`src/rtl/mem_port_initiator_if.sv`:
```
// Request/memory/response signal bundle for one memory port initiator.
// The slave modport is the initiator's view; master is the requester/memory side.
interface mem_port_initiator_if #(
  parameter int DATA_W = 12,
  parameter int ADDR_W = 8
);
  logic              i_req_valid;
  logic              o_req_ready;
  logic              i_req_we;
  logic [ADDR_W-1:0] i_req_addr;
  logic [DATA_W-1:0] i_req_wdata;
  logic              o_en;
  logic              o_we;
  logic [ADDR_W-1:0] o_addr;
  logic [DATA_W-1:0] o_wdata;
  logic [DATA_W-1:0] i_mem_dout;
  logic              o_rsp_valid;
  logic              i_rsp_ready;
  logic [DATA_W-1:0] o_rsp_rdata;
  logic              o_busy;

  modport slave (
    input  i_req_valid, i_req_we, i_req_addr, i_req_wdata, i_mem_dout, i_rsp_ready,
    output o_req_ready, o_en, o_we, o_addr, o_wdata, o_rsp_valid, o_rsp_rdata, o_busy
  );

  modport master (
    output i_req_valid, i_req_we, i_req_addr, i_req_wdata, i_mem_dout, i_rsp_ready,
    input  o_req_ready, o_en, o_we, o_addr, o_wdata, o_rsp_valid, o_rsp_rdata, o_busy
  );
endinterface

```
`src/rtl/mem_port_initiator.sv`:
```
// Request-side initiator for one memory port: registers requests onto the
// port, tracks reads through the fixed read latency and returns the data in
// order through a first-word-fall-through response FIFO. Read acceptance is
// credit limited so a returning word always has a FIFO slot waiting.
module mem_port_initiator #(
  parameter int DATA_W     = 12,
  parameter int ADDR_W     = 8,
  parameter int RD_LATENCY = 1,
  parameter int RSP_DEPTH  = 4
) (
  input logic                 clka,
  input logic                 i_rst,
  mem_port_initiator_if.slave port_if
);
  localparam int CNT_W = $clog2(RSP_DEPTH + 1);
  localparam int PTR_W = $clog2(RSP_DEPTH);
  localparam logic [CNT_W-1:0] DEPTH_C = CNT_W'(RSP_DEPTH);

  logic              en_q, en_d;
  logic              we_q, we_d;
  logic [ADDR_W-1:0] addr_q, addr_d;
  logic [DATA_W-1:0] wdata_q, wdata_d;
  logic [RD_LATENCY-1:0] vld_q, vld_d;
  logic [CNT_W-1:0]  inflight_q, inflight_d;
  logic [CNT_W-1:0]  count_q, count_d;
  logic [PTR_W-1:0]  wr_ptr_q, wr_ptr_d;
  logic [PTR_W-1:0]  rd_ptr_q, rd_ptr_d;
  logic [DATA_W-1:0] fifo_q [RSP_DEPTH];

  logic [CNT_W-1:0]  credits_s;
  logic              req_ready_s;
  logic              accept_s;
  logic              rd_accept_s;
  logic              push_s;
  logic              pop_s;
  logic              rsp_valid_s;

  // Credit check, handshakes and next-state for issue, latency and FIFO state.
  always_comb begin
    credits_s   = DEPTH_C - count_q - inflight_q;
    // A write never lands in the FIFO, so it is accepted without a credit.
    req_ready_s = ~i_rst & (port_if.i_req_we | (credits_s != {CNT_W{1'b0}}));
    accept_s    = port_if.i_req_valid & req_ready_s;
    rd_accept_s = accept_s & ~port_if.i_req_we;
    push_s      = vld_q[RD_LATENCY-1];
    pop_s       = port_if.i_rsp_ready & (count_q != {CNT_W{1'b0}});

    en_d    = accept_s;
    we_d    = accept_s & port_if.i_req_we;
    addr_d  = addr_q;
    wdata_d = wdata_q;
    if (accept_s) begin
      addr_d  = port_if.i_req_addr;
      wdata_d = port_if.i_req_wdata;
    end else begin
      addr_d  = addr_q;
      wdata_d = wdata_q;
    end

    // Stage 0 marks the issue cycle of a read; the last stage lines up with dout.
    vld_d    = {RD_LATENCY{1'b0}};
    vld_d[0] = en_q & ~we_q;
    for (int i = 1; i < RD_LATENCY; i++) begin
      vld_d[i] = vld_q[i-1];
    end

    inflight_d = inflight_q + CNT_W'(rd_accept_s) - CNT_W'(push_s);
    count_d    = count_q + CNT_W'(push_s) - CNT_W'(pop_s);
    wr_ptr_d   = wr_ptr_q + PTR_W'(push_s);
    rd_ptr_d   = rd_ptr_q + PTR_W'(pop_s);
  end

  // Control and issue registers with synchronous reset.
  always_ff @(posedge clka) begin
    if (i_rst) begin
      en_q       <= 1'b0;
      we_q       <= 1'b0;
      addr_q     <= {ADDR_W{1'b0}};
      wdata_q    <= {DATA_W{1'b0}};
      vld_q      <= {RD_LATENCY{1'b0}};
      inflight_q <= {CNT_W{1'b0}};
      count_q    <= {CNT_W{1'b0}};
      wr_ptr_q   <= {PTR_W{1'b0}};
      rd_ptr_q   <= {PTR_W{1'b0}};
    end else begin
      en_q       <= en_d;
      we_q       <= we_d;
      addr_q     <= addr_d;
      wdata_q    <= wdata_d;
      vld_q      <= vld_d;
      inflight_q <= inflight_d;
      count_q    <= count_d;
      wr_ptr_q   <= wr_ptr_d;
      rd_ptr_q   <= rd_ptr_d;
    end
  end

  // Response storage; contents are only meaningful between the pointers.
  always_ff @(posedge clka) begin
    if (push_s && !i_rst) begin
      fifo_q[wr_ptr_q] <= port_if.i_mem_dout;
    end
  end

  assign rsp_valid_s         = (count_q != {CNT_W{1'b0}});
  assign port_if.o_req_ready = req_ready_s;
  assign port_if.o_en        = en_q;
  assign port_if.o_we        = we_q;
  assign port_if.o_addr      = addr_q;
  assign port_if.o_wdata     = wdata_q;
  assign port_if.o_rsp_valid = rsp_valid_s;
  assign port_if.o_rsp_rdata = rsp_valid_s ? fifo_q[rd_ptr_q] : {DATA_W{1'b0}};
  assign port_if.o_busy      = (inflight_q != {CNT_W{1'b0}}) | rsp_valid_s;
endmodule

```
`src/flat_wrapper.sv`:
```
// flat-port wrapper written by rule: the top's interface ports become plain ports
module mem_port_initiator_flat 
#(
  parameter int DATA_W     = 12,
  parameter int ADDR_W     = 8,
  parameter int RD_LATENCY = 1,
  parameter int RSP_DEPTH  = 4
)
  (clka, i_rst, port_if_i_req_valid, port_if_i_req_we, port_if_i_req_addr, port_if_i_req_wdata, port_if_i_mem_dout, port_if_i_rsp_ready, port_if_o_req_ready, port_if_o_en, port_if_o_we, port_if_o_addr, port_if_o_wdata, port_if_o_rsp_valid, port_if_o_rsp_rdata, port_if_o_busy);
  mem_port_initiator_if #(.DATA_W(DATA_W), .ADDR_W(ADDR_W)) port_if_i ();
  input logic clka;
  input logic i_rst;
  input wire logic [$bits(port_if_i.i_req_valid)-1:0] port_if_i_req_valid;
  input wire logic [$bits(port_if_i.i_req_we)-1:0] port_if_i_req_we;
  input wire logic [$bits(port_if_i.i_req_addr)-1:0] port_if_i_req_addr;
  input wire logic [$bits(port_if_i.i_req_wdata)-1:0] port_if_i_req_wdata;
  input wire logic [$bits(port_if_i.i_mem_dout)-1:0] port_if_i_mem_dout;
  input wire logic [$bits(port_if_i.i_rsp_ready)-1:0] port_if_i_rsp_ready;
  output wire logic [$bits(port_if_i.o_req_ready)-1:0] port_if_o_req_ready;
  output wire logic [$bits(port_if_i.o_en)-1:0] port_if_o_en;
  output wire logic [$bits(port_if_i.o_we)-1:0] port_if_o_we;
  output wire logic [$bits(port_if_i.o_addr)-1:0] port_if_o_addr;
  output wire logic [$bits(port_if_i.o_wdata)-1:0] port_if_o_wdata;
  output wire logic [$bits(port_if_i.o_rsp_valid)-1:0] port_if_o_rsp_valid;
  output wire logic [$bits(port_if_i.o_rsp_rdata)-1:0] port_if_o_rsp_rdata;
  output wire logic [$bits(port_if_i.o_busy)-1:0] port_if_o_busy;
  assign port_if_i.i_req_valid = port_if_i_req_valid;
  assign port_if_i.i_req_we = port_if_i_req_we;
  assign port_if_i.i_req_addr = port_if_i_req_addr;
  assign port_if_i.i_req_wdata = port_if_i_req_wdata;
  assign port_if_i.i_mem_dout = port_if_i_mem_dout;
  assign port_if_i.i_rsp_ready = port_if_i_rsp_ready;
  assign port_if_o_req_ready = port_if_i.o_req_ready;
  assign port_if_o_en = port_if_i.o_en;
  assign port_if_o_we = port_if_i.o_we;
  assign port_if_o_addr = port_if_i.o_addr;
  assign port_if_o_wdata = port_if_i.o_wdata;
  assign port_if_o_rsp_valid = port_if_i.o_rsp_valid;
  assign port_if_o_rsp_rdata = port_if_i.o_rsp_rdata;
  assign port_if_o_busy = port_if_i.o_busy;
  mem_port_initiator #(.DATA_W(DATA_W), .ADDR_W(ADDR_W), .RD_LATENCY(RD_LATENCY), .RSP_DEPTH(RSP_DEPTH)) u_core (.clka(clka), .i_rst(i_rst), .port_if(port_if_i));
endmodule
```
`config.mk`:
```
export PLATFORM = sky130hd
export DESIGN_NAME = mem_port_initiator_flat
export DESIGN_NICKNAME = d
export VERILOG_FILES = /design/src/rtl/mem_port_initiator_if.sv /design/src/rtl/mem_port_initiator.sv /design/src/flat_wrapper.sv
export SDC_FILE = /design/constraint.sdc
export NUM_CORES = 1
export LEC_CHECK = 0
export ABC_CLOCK_PERIOD_IN_PS = 2850
export BUFFER_PORTS_ARGS = -buffer_cell sky130_fd_sc_hd__buf_2
export CORE_UTILIZATION = 35
export CTS_CLUSTER_SIZE = 12
export DETAILED_ROUTE_END_ITERATION = 10
export PLACE_DENSITY = 0.66
export SETUP_SLACK_MARGIN = 0.1
export SLEW_MARGIN = 20
export SYNTH_ARGS = -nofsm -noshare
export SYNTH_HDL_FRONTEND = slang
export SYNTH_SLANG_ARGS = --single-unit
```
`constraint.sdc`:
```
create_clock -name clka -period 2.85 [get_ports clka]
set_clock_uncertainty 0.15 [all_clocks]
set_input_delay 0.1425 -clock clka [delete_from_list [all_inputs] [get_ports clka]]
set_output_delay 0.1425 -clock clka [all_outputs]
set_load 0.01 [all_outputs]
```
==> results of run 1 <==
-- kinds of logic (layout without fill, tap and decap cells) --
| family | Yosys count | count (layout) | share of synthesized area |
|---|---|---|---|
| AOI/OAI and AO/OA | 20 | 20 | 0.0393 |
| muxes | 32 | 32 | 0.123 |
| DFF | 81 | 81 | 0.550 |
| adders and majority gates | 11 | 11 | 0.0400 |
| xor gates and xnor gates | 9 | 9 | 0.0246 |
| buffers and inverters | 30 | 128 | 0.0354 |
| and+or+nand+nor | 116 | 116 | 0.187 |
-- report_power, final --
part / switching [mW] / leakage [nW] / internal (mW)
clock network: 0.441 / 0.114 / 0.512
registers: 0.121 / 0.705 / 1.43
logic: 1.14 / 1.12 / 1.08
-- registers in the layout (all words and copies together) (netlist names) --
signal                  count
u_core.count_q              3
u_core.push_s               1
u_core.port_if.o_addr       8
u_core.wr_ptr_q             2
u_core.port_if.o_wdata     12
u_core.fifo_q              48
u_core.rd_ptr_q             2
u_core.port_if.o_en         1
u_core.port_if.o_we         1
u_core.inflight_q           3
-- cell usage after synthesis --
cell type	instances
edfxtp_1	48
dfxtp_1	33
nor2_1	26
and3b_2	20
mux2i_1	20
nand2_1	20
nand2b_1	20
o211ai_1	20
nor2b_1	17
clkbuf_1	14
mux4_2	12
inv_1	10
ha_1	9
xnor2_1	7
buf_2	3
and2b_1	2
buf_6	2
fa_1	2
nor3b_1	2
nor4bb_1	2
and3b_1	1
and4b_1	1
buf_4	1
nor3_1	1
nor4b_1	1
nor4b_2	1
or3_1	1
or4_1	1
xnor2_2	1
xor2_2	1
-- cell usage in the layout, fill, tap and decap left out, types with 6 or more instances in the layout --
cell	Yosys	final
buf_4	1	16
nor2_1	26	25
nand2_1	20	20
edfxtp_1	48	48
dfxtp_1	33	32
inv_1	10	10
dlygate4sd3_1	0	13
and3b_2	20	20
o211ai_1	20	20
nand2b_1	20	20
ha_1	9	7
buf_2	3	73
nor2b_1	17	17
xnor2_1	7	6
mux2i_1	20	20
mux4_2	12	12
clkbuf_8	0	9
-- worst max path at each step --
stage                                 endpoint  slack (ns)               from  cells past startpoint
after floorplan           u_core.inflight_q[2]        0.10  u_core.count_q[1]                     12
after global placement    u_core.inflight_q[2]        0.17  u_core.count_q[1]                     11
after detailed placement  u_core.inflight_q[2]        0.12  u_core.count_q[0]                     11
after CTS                 u_core.inflight_q[2]        0.10  u_core.count_q[1]                     11
after global routing      u_core.inflight_q[2]        0.11  u_core.count_q[1]                     11
final                     u_core.inflight_q[2]        0.22  u_core.count_q[1]                     11
-- worst reg2reg max path: cells and delay by family, from the launching register on --
| kind | cells | cell delay [ns] |
|---|---|---|
| adder cells (fa/ha/maj) | 4 | 1.03 |
| AND/OR/NAND/NOR | 4 | 0.65 |
| flip-flops | 1 | 0.32 |
| XOR/XNOR | 2 | 0.28 |
| buffers and inverters | 1 | 0.10 |
-- per-stage QoR --
stage | power (mW) | area [um2] | instances | worst slack (ns) | util
4_1_cts | 4.75 | 4790 | 533 | 0.103 | 0.458
5_1_grt | 5.07 | 4820 | 533 | 0.109 | 0.461
6_report | 4.73 | 4820 | 533 | 0.220 | 0.461
2_1_floorplan | 3.09 | 3820 | 299 | 0.104 | -
3_3_place_gp | 3.63 | 4390 | 500 | 0.166 | 0.419
3_5_place_dp | 3.67 | 4390 | 500 | 0.120 | 0.419
-- layout make-up --
class | instances | area [um2]
Inverter | 10 | 37.5
Sequential cell | 81 | 2100
Clock inverter | 7 | 108
Multi-Input combinational cell | 188 | 1670
Clock buffer | 9 | 124
Fill cell | 987 | 5640
Timing Repair Buffer | 102 | 616
Tap cell | 136 | 170
-- layer usage --
layer / up-vias / share of wire / track usage
met5: - / 0 / 0
met4: 0 / 0.013 / 0.0440
met3: 8 / 0.065 / 0.0435
met2: 78 / 0.49 / 0.244
met1: 1224 / 0.43 / 0.165
li1: 1256 / - / -
-- what timing repair did --
action | CTS | global route
hold buffers | 13 | 0
endpoints found under the setup margin | 1 | 2
resized for setup | 3 | 6
pin swaps | 2 | 3
buffers inserted | 4 | 0
endpoints found under the hold margin | 49 | 0
==> results_dict.tcl, run 1 <==
set metrics [dict create \
    vias 2566 \
    status "complete, no violations" \
    power_density_mw_per_mm2 981 \
    floorplan.initialDensity 0.365 \
    rsz0062_at_grt "no" \
    ioPinCount 74 \
    antenna_cells 0 \
    slowest_delay_ns 0.40 \
    relSlewSlack 0.561 \
    cts_tree "done" \
    grt_pass1_wl_um 12200 \
    arrival_ns 2.72 \
    fp.coreArea_mm2 0.0105 \
    syn_inst 299 \
    reg2reg_from "u_core.count_q[1]" \
    tns_ns 0 \
    synth.cell_area_mm2 0.00382 \
    r2r_cells 11 \
    syn_area_per_cell_um2 12.8 \
    drive_above_1_share 0.380 \
    synth_area_leaders "edfxtp_1 (38%), dfxtp_1 (17%), mux4_2 (7.1%)" \
    irDropWorstVdd_uv 651 \
    worstSkewPairLatency_ns 0.35 \
    min_from "port_if_i_req_addr[7]" \
    die_area_mm2 0.0113 \
    required_ns 2.94 \
    wl_um 7440 \
    row_count 37 \
    via_per_inst 4.81 \
    period_needed_ns 2.63 \
    crit_path_top_delay_cell "or3_4" \
    portBuffers 73 \
    ys_seq_area_frac 0.550 \
    die_w_um 106 \
    grt_pass1_vias 2580 \
    critPathLaunchType "register" \
    wl_per_cell_um 13.9 \
    cp_cell_sequence "ha_1 -> inv_1 -> ha_4 -> or3_4 -> nor2_4 -> nor4b_2 -> ha_2 -> fa_2 -> xnor2_2 -> xnor2_1 -> nor2_1" \
    cts_made_buffers 9 \
    finalSetupViolCount 0 \
    hold_ws_ns 0.0480 \
    syn_nets 347 \
    p_leak_nw 1.94 \
    holdPathEnd "u_core.port_if.o_addr[7]" \
    clkTransAtPathRegs_ns 0.09 \
    finalMaxSlewViolations 0 \
    drt_first_pass_iters 4 \
    overflow 0 \
    reg2reg_slack_ns 0.22 \
    synth.yosys.warnings 0 \
    cp_top_family "adder cells" \
    clockRootBuffer "clkbuf_8" \
    die_h_um 106 \
    max_cap_violations 0 \
    grt.total_usage 0.140 \
    drtIter0Drc 85 \
    drtAntennaViolNets 0 \
    grt_max_degree 43 \
    ys_ff_latch 81 \
    crit_fanout 2 \
    period_share 0.923 \
    reg2reg_to "u_core.inflight_q[2]" \
    antenna_found_initial 0 \
    endpoint_kind "register" \
    hold_depth 4 \
    crit_buf_inv 1 \
    hold_class "in -> reg" \
    worst_pin_slew_ns 0.659 \
    netlist.top_cell.by_area "edfxtp_1" \
    nets 440 \
    netlist.area_leader.share 0.377 \
    cts.sinks 81 \
    routabilityCongestion 0.696 \
    area_delta_synth_final_pct 26.3 \
    clk_path_buf_depth 2 \
    critical_path_class "reg -> reg" \
    htreeDepth 3 \
    dp_hpwl_um 4930 \
    synth_cell_types 30 \
    drc 0 \
    hold_viol 0 \
    fmax_mhz 380 \
]
(Power assumes the default switching activity.)
==> run 2: changes to the inputs <==
--- a/config.mk
+++ b/config.mk
@@ -10,7 +10,7 @@
 export CORE_UTILIZATION = 35
 export CTS_CLUSTER_SIZE = 12
 export DETAILED_ROUTE_END_ITERATION = 10
-export PLACE_DENSITY = 0.66
+export PLACE_DENSITY = 0.63
 export SETUP_SLACK_MARGIN = 0.1
 export SLEW_MARGIN = 20
 export SYNTH_ARGS = -nofsm -noshare
==> run 2 against run 1 <==
Flip-flop and latch count is the same. Largest power group unchanged. Die area is the same. Critical endpoint unchanged. Critical path type unchanged. Non-clock buffer count shrank 1.
==> results_dict.tcl, run 2 (synthesized netlist as in run 1, its figures left out) <==
set metrics [dict create \
    nets 439 \
    drtAntennaViolNets 0 \
    crit_path_top_delay_cell "or3_4" \
    drt_first_pass_iters 6 \
    cp_cell_sequence "ha_1 -> inv_1 -> ha_2 -> or3_4 -> nor2_4 -> nor4b_2 -> ha_2 -> fa_2 -> xnor2_2 -> xnor2_1 -> nor2_1" \
    cts_tree "done" \
    portBuffers 73 \
    irDropWorstVdd_uv 596 \
    floorplan.initialDensity 0.365 \
    via_per_inst 4.89 \
    top_register "u_core.fifo_q" \
    grt_max_degree 43 \
    relSlewSlack 0.553 \
    ioPinCount 74 \
    p_leak_nw 1.95 \
    required_ns 2.92 \
    die_area_mm2 0.0113 \
    area_delta_synth_final_pct 26.5 \
    critPathLaunchType "register" \
    layout_setup_ws_ns 0.204 \
    dp_hpwl_um 4790 \
    routabilityCongestion 0.680 \
    die_w_um 106 \
    largest_reg_flops 48 \
    arrival_ns 2.72 \
    overflow 0 \
    slowest_delay_ns 0.40 \
    drtIter0Drc 66 \
    layout_common_cells "buf_2 (73), edfxtp_1 (48), dfxtp_1 (31)" \
    clkTransAtPathRegs_ns 0.10 \
    fillers 977 \
    critical_path_class "reg -> reg" \
    grt_use_met3 0.0337 \
    final_common_cell "buf_2" \
    grt.total_usage 0.135 \
    finalSetupViolCount 0 \
    crit_fanout 2 \
    wl_per_cell_um 13.9 \
    period_share 0.928 \
    grt_pass1_vias 2450 \
    htreeDepth 3 \
    met2_usage 0.220 \
    worst_pin_slew_ns 0.669 \
    cp_top_family "adder cells" \
    fp.coreArea_mm2 0.0105 \
    hold_viol 0 \
    multi_input_area_mm2 0.00166 \
    vias 2599 \
    fmax_mhz 378 \
    power_density_mw_per_mm2 993 \
    wl_um 7420 \
    cts.sinks 81 \
    row_count 37 \
    drc 0 \
    status "complete, no violations" \
    antenna_cells 0 \
    endpoint_kind "register" \
    drive_above_1_share 0.384 \
    gr-max-usage-layer "met2" \
    max_cap_violations 0 \
    antenna_found_initial 0 \
    die_h_um 106 \
    rsz0062_at_grt "no" \
    tns_ns 0 \
    clk_path_buf_depth 2 \
    clockRootBuffer "clkbuf_8" \
    worstSkewPairLatency_ns 0.35 \
    period_needed_ns 2.65 \
    pre_cts_slack_ns 0.116 \
    grtUsageMet1 0.168 \
    seq_area_mm2 0.00210 \
    finalMaxSlewViolations 0 \
    crit_buf_inv 1 \
    crit_path_frequent_cell "ha_2" \
    cts_made_buffers 9 \
    hold_class "in -> reg" \
    grt_pass1_wl_um 11800 \
]
==> run 2: changes by cell type in the layout (fill, tap and decap cells not counted), sizes merged <==
cell      previous run  this run
buf                 89        88
clkinvlp             1         0
bufinv               2         3
==> run 2: per-layer routing <==
layer | part of all wire | vias to the layer above
met1 | 0.46 | 1277
met4 | 0.0077 | 0
met3 | 0.047 | 4
li1 | - | 1256
met2 | 0.49 | 62
met5 | 0 | -
==> run 2: worst reg2reg max path: stages, from the launching register on <==
cell and delay, ns:
dfxtp_2 0.33, ha_1 0.28, inv_1 0.06, ha_2 0.26, or3_4 0.40, nor2_4 0.11
nor4b_2 0.06, ha_2 0.19, fa_2 0.35, xnor2_2 0.14, xnor2_1 0.15, nor2_1 0.06
==> run 2: path summary, 6_finish.rpt <==
path,slack [ns],from,depth (start not counted),end
hold / removal,0.03,i_rst,2,u_core.count_q[0]
setup reg to reg,0.20,u_core.count_q[1],11,u_core.inflight_q[2]
setup / recovery,0.20,u_core.count_q[1],11,u_core.inflight_q[2]
hold reg to reg,0.28,u_core.port_if.o_we,1,u_core.push_s
==> run 2: where the power goes <==
| part | internal (mW) | leakage [nW] | switching [mW] |
|---|---|---|---|
| Clock | 0.601 | 0.128 | 0.456 |
| Combinational | 1.06 | 1.11 | 1.13 |
| Sequential | 1.44 | 0.706 | 0.123 |
==> run 2: layout make-up <==
class / instances / area share
clock inverters: 7 / 0.0269
repair buffers: 101 / 0.126
flip-flops and latches: 81 / 0.435
inverters: 10 / 0.00777
clock buffers: 9 / 0.0256
multi-input cells: 188 / 0.343
well taps: 136 / 0.0352
==> run 2: timing repair <==
item,CTS,global route
pin swaps,3,5
endpoints found under the hold margin,49,0
setup buffers,4,0
hold buffers,13,0
setup endpoints to repair,1,2
resized for setup,3,7
==> run 2: metrics by stage <==
| stage | utilization | hold WS (ns) | cell area (um2) | power (mW) | cells |
|---|---|---|---|---|---|
| floorplan | - | 0.0914 | 3820 | 3.09 | 299 |
| detailed placement | 0.418 | 0.216 | 4380 | 3.65 | 499 |
| finish | 0.462 | 0.0327 | 4830 | 4.80 | 532 |
| CTS | 0.459 | 0.0167 | 4800 | 4.83 | 532 |
| global placement | 0.418 | 0.210 | 4380 | 3.64 | 499 |
| global route | 0.462 | 0.0327 | 4830 | 5.11 | 532 |
==> run 3: changes to the inputs <==
--- a/config.mk
+++ b/config.mk
@@ -5,12 +5,13 @@
 export SDC_FILE = /design/constraint.sdc
 export NUM_CORES = 1
 export LEC_CHECK = 0
-export ABC_CLOCK_PERIOD_IN_PS = 2850
+export ABC_CLOCK_PERIOD_IN_PS = 2930
 export BUFFER_PORTS_ARGS = -buffer_cell sky130_fd_sc_hd__buf_2
 export CORE_UTILIZATION = 35
+export CTS_BUF_LIST = sky130_fd_sc_hd__clkbuf_16
 export CTS_CLUSTER_SIZE = 12
 export DETAILED_ROUTE_END_ITERATION = 10
-export PLACE_DENSITY = 0.63
+export PLACE_DENSITY = 0.61
 export SETUP_SLACK_MARGIN = 0.1
 export SLEW_MARGIN = 20
 export SYNTH_ARGS = -nofsm -noshare
==> constraint.sdc (replaced) <==
create_clock -name clka -period 2.93 [get_ports clka]
set_clock_uncertainty 0.15 [all_clocks]
set_input_delay 0.1465 -clock clka [delete_from_list [all_inputs] [get_ports clka]]
set_output_delay 0.1465 -clock clka [all_outputs]
set_load 0.01 [all_outputs]
==> run 3 against run 2 <==
Maximum frequency fell by 2.8%. Worst setup slack better by 0.0037 ns. Via count fell by 3.5%. Cell area down 0.36%. Highest routed layer unchanged. Critical path type unchanged. Core utilization fell by 0.17 points. Global-route usage is 1.0 points higher. Cell count decreased by 0.56%. Register-to-register slack about the same. Die area is the same. Largest power group unchanged.
==> results_dict.tcl, run 3 (synthesized netlist as in run 1, its figures left out) <==
set metrics [dict create \
    final_common_cell "buf_2" \
    die_h_um 106 \
    drt_first_pass_iters 4 \
    floorplan.initialDensity 0.365 \
    clk_path_buf_depth 2 \
    row_count 37 \
    clkTransAtPathRegs_ns 0.06 \
    crit_buf_inv 1 \
    antenna_found_initial 0 \
    htreeDepth 3 \
    rsz0062_at_grt "no" \
    hold_viol 0 \
    drc 0 \
    vias 2507 \
    layout_common_cells "buf_2 (73), edfxtp_1 (48), dfxtp_1 (33)" \
    irDropWorstVdd_uv 551 \
    grt.total_usage 0.145 \
    fin_util 0.460 \
    worst_pin_slew_ns 0.704 \
    die_area_mm2 0.0113 \
    arrival_ns 2.79 \
    fillers 998 \
    grt_pass1_vias 2612 \
    period_share 0.929 \
    fp.coreArea_mm2 0.0105 \
    drtAntennaViolNets 0 \
    overflow 0 \
    endpoint_kind "register" \
    required_ns 3.00 \
    cts.sinks 81 \
    hold_class "in -> reg" \
    p_leak_nw 1.95 \
    antenna_cells 0 \
    portBuffers 73 \
    crit_fanout 2 \
    grt_max_degree 43 \
    nets 436 \
    wl_um 7500 \
    drtIter0Drc 91 \
    max_cap_violations 0 \
    crit_path_top_delay_cell "or3_1" \
    top_register "u_core.fifo_q" \
    fmax_mhz 367 \
    ioPinCount 74 \
    crit_path_frequent_cell "ha_1" \
    dp_hpwl_um 4850 \
    cp_top_family "adder cells" \
    tns_ns 0 \
    period_needed_ns 2.72 \
    post_cts.repair.setup_buffers 0 \
    critical_path_class "reg -> reg" \
    area_delta_synth_final_pct 26.1 \
    worstSkewPairLatency_ns 0.33 \
    slowest_delay_ns 0.42 \
    finalMaxSlewViolations 0 \
    status "complete, no violations" \
    clockRootBuffer "clkbuf_16" \
    via_per_inst 4.74 \
    critPathLaunchType "register" \
    routabilityCongestion 0.675 \
    grt_pass1_wl_um 12600 \
    cts_made_buffers 9 \
    largest_reg_flops 48 \
    relSlewSlack 0.524 \
    wl_per_cell_um 14.2 \
    cts_tree "done" \
    power_density_mw_per_mm2 962 \
    cp_cell_sequence "ha_1 -> inv_1 -> ha_1 -> or3_1 -> nor2_2 -> nor4b_2 -> ha_1 -> fa_2 -> xnor2_2 -> xnor2_1 -> nor2_1" \
    finalSetupViolCount 0 \
    die_w_um 106 \
    drive_above_1_share 0.361 \
]
run 3: cell count changes in the layout (fill, tap and decap cells not counted), moves of 2 or more:
cell,delta
clkbuf_8,-9
dfxtp_1,+2
dfxtp_2,-2
ha_1,+2
bufinv_16,-2
buf_4,-3
clkbuf_16,+9
ha_2,-2
run 3: final timing paths:
path / start / end / slack (ns) / depth (start not counted)
worst max-delay path: u_core.count_q[1] / u_core.inflight_q[2] / 0.21 / 11
worst min-delay path: port_if_i_req_wdata[2] / u_core.port_if.o_wdata[2] / 0.06 / 4
worst max register to register: u_core.count_q[1] / u_core.inflight_q[2] / 0.21 / 11
worst min register to register: u_core.port_if.o_we / u_core.push_s / 0.26 / 1
run 3: layout make-up:
type,count,area (um2),share of cell area
Inverter,10,37.5,0.00779
Timing Repair Buffer,98,586,0.122
Multi-Input combinational cell,188,1620,0.336
Sequential cell,81,2100,0.436
Clock inverter,7,76.3,0.0158
Tap cell,136,170,0.0353
Clock buffer,9,225,0.0468
run 3: layer usage:
layer | vias to the layer above | global-route usage | share of wire
met5 | - | 0 | 0
met4 | 0 | 0.0528 | 0.013
met3 | 7 | 0.0546 | 0.060
met2 | 61 | 0.229 | 0.47
met1 | 1188 | 0.181 | 0.46
li1 | 1251 | - | -
run 3: report_power, final:
part / switching, mW / leakage, nW / internal [mW] / total (mW)
Combinational: 1.04 / 1.10 / 0.933 / 1.97
Clock: 0.463 / 0.150 / 0.670 / 1.13
Sequential: 0.130 / 0.705 / 1.40 / 1.53
run 3: repair_timing:
item	CTS	global route
hold endpoints to repair	49	0
endpoints found under the setup margin	0	1
resized for setup	0	3
hold buffers	13	0
run 3: worst register-to-register path, stage by stage (launching register included):
cell and delay (ns):
dfxtp_1 0.32, ha_1 0.27, inv_1 0.04, ha_1 0.27, or3_1 0.42, nor2_2 0.17, nor4b_2 0.06, ha_1 0.21
fa_2 0.36, xnor2_2 0.16, xnor2_1 0.14, nor2_1 0.05
run 3: metrics by stage:
stage | cell area (um2) | setup WS, ns | power, mW | hold WS (ns) | instances
CTS | 4800 | 0.152 | 4.69 | 0.0489 | 529
global placement | 4370 | 0.247 | 3.51 | 0.213 | 500
detailed placement | 4370 | 0.187 | 3.52 | 0.218 | 500
floorplan | 3820 | 0.143 | 3.00 | 0.0954 | 299
finish | 4820 | 0.208 | 4.63 | 0.0622 | 529
global route | 4820 | 0.107 | 4.95 | 0.0589 | 529
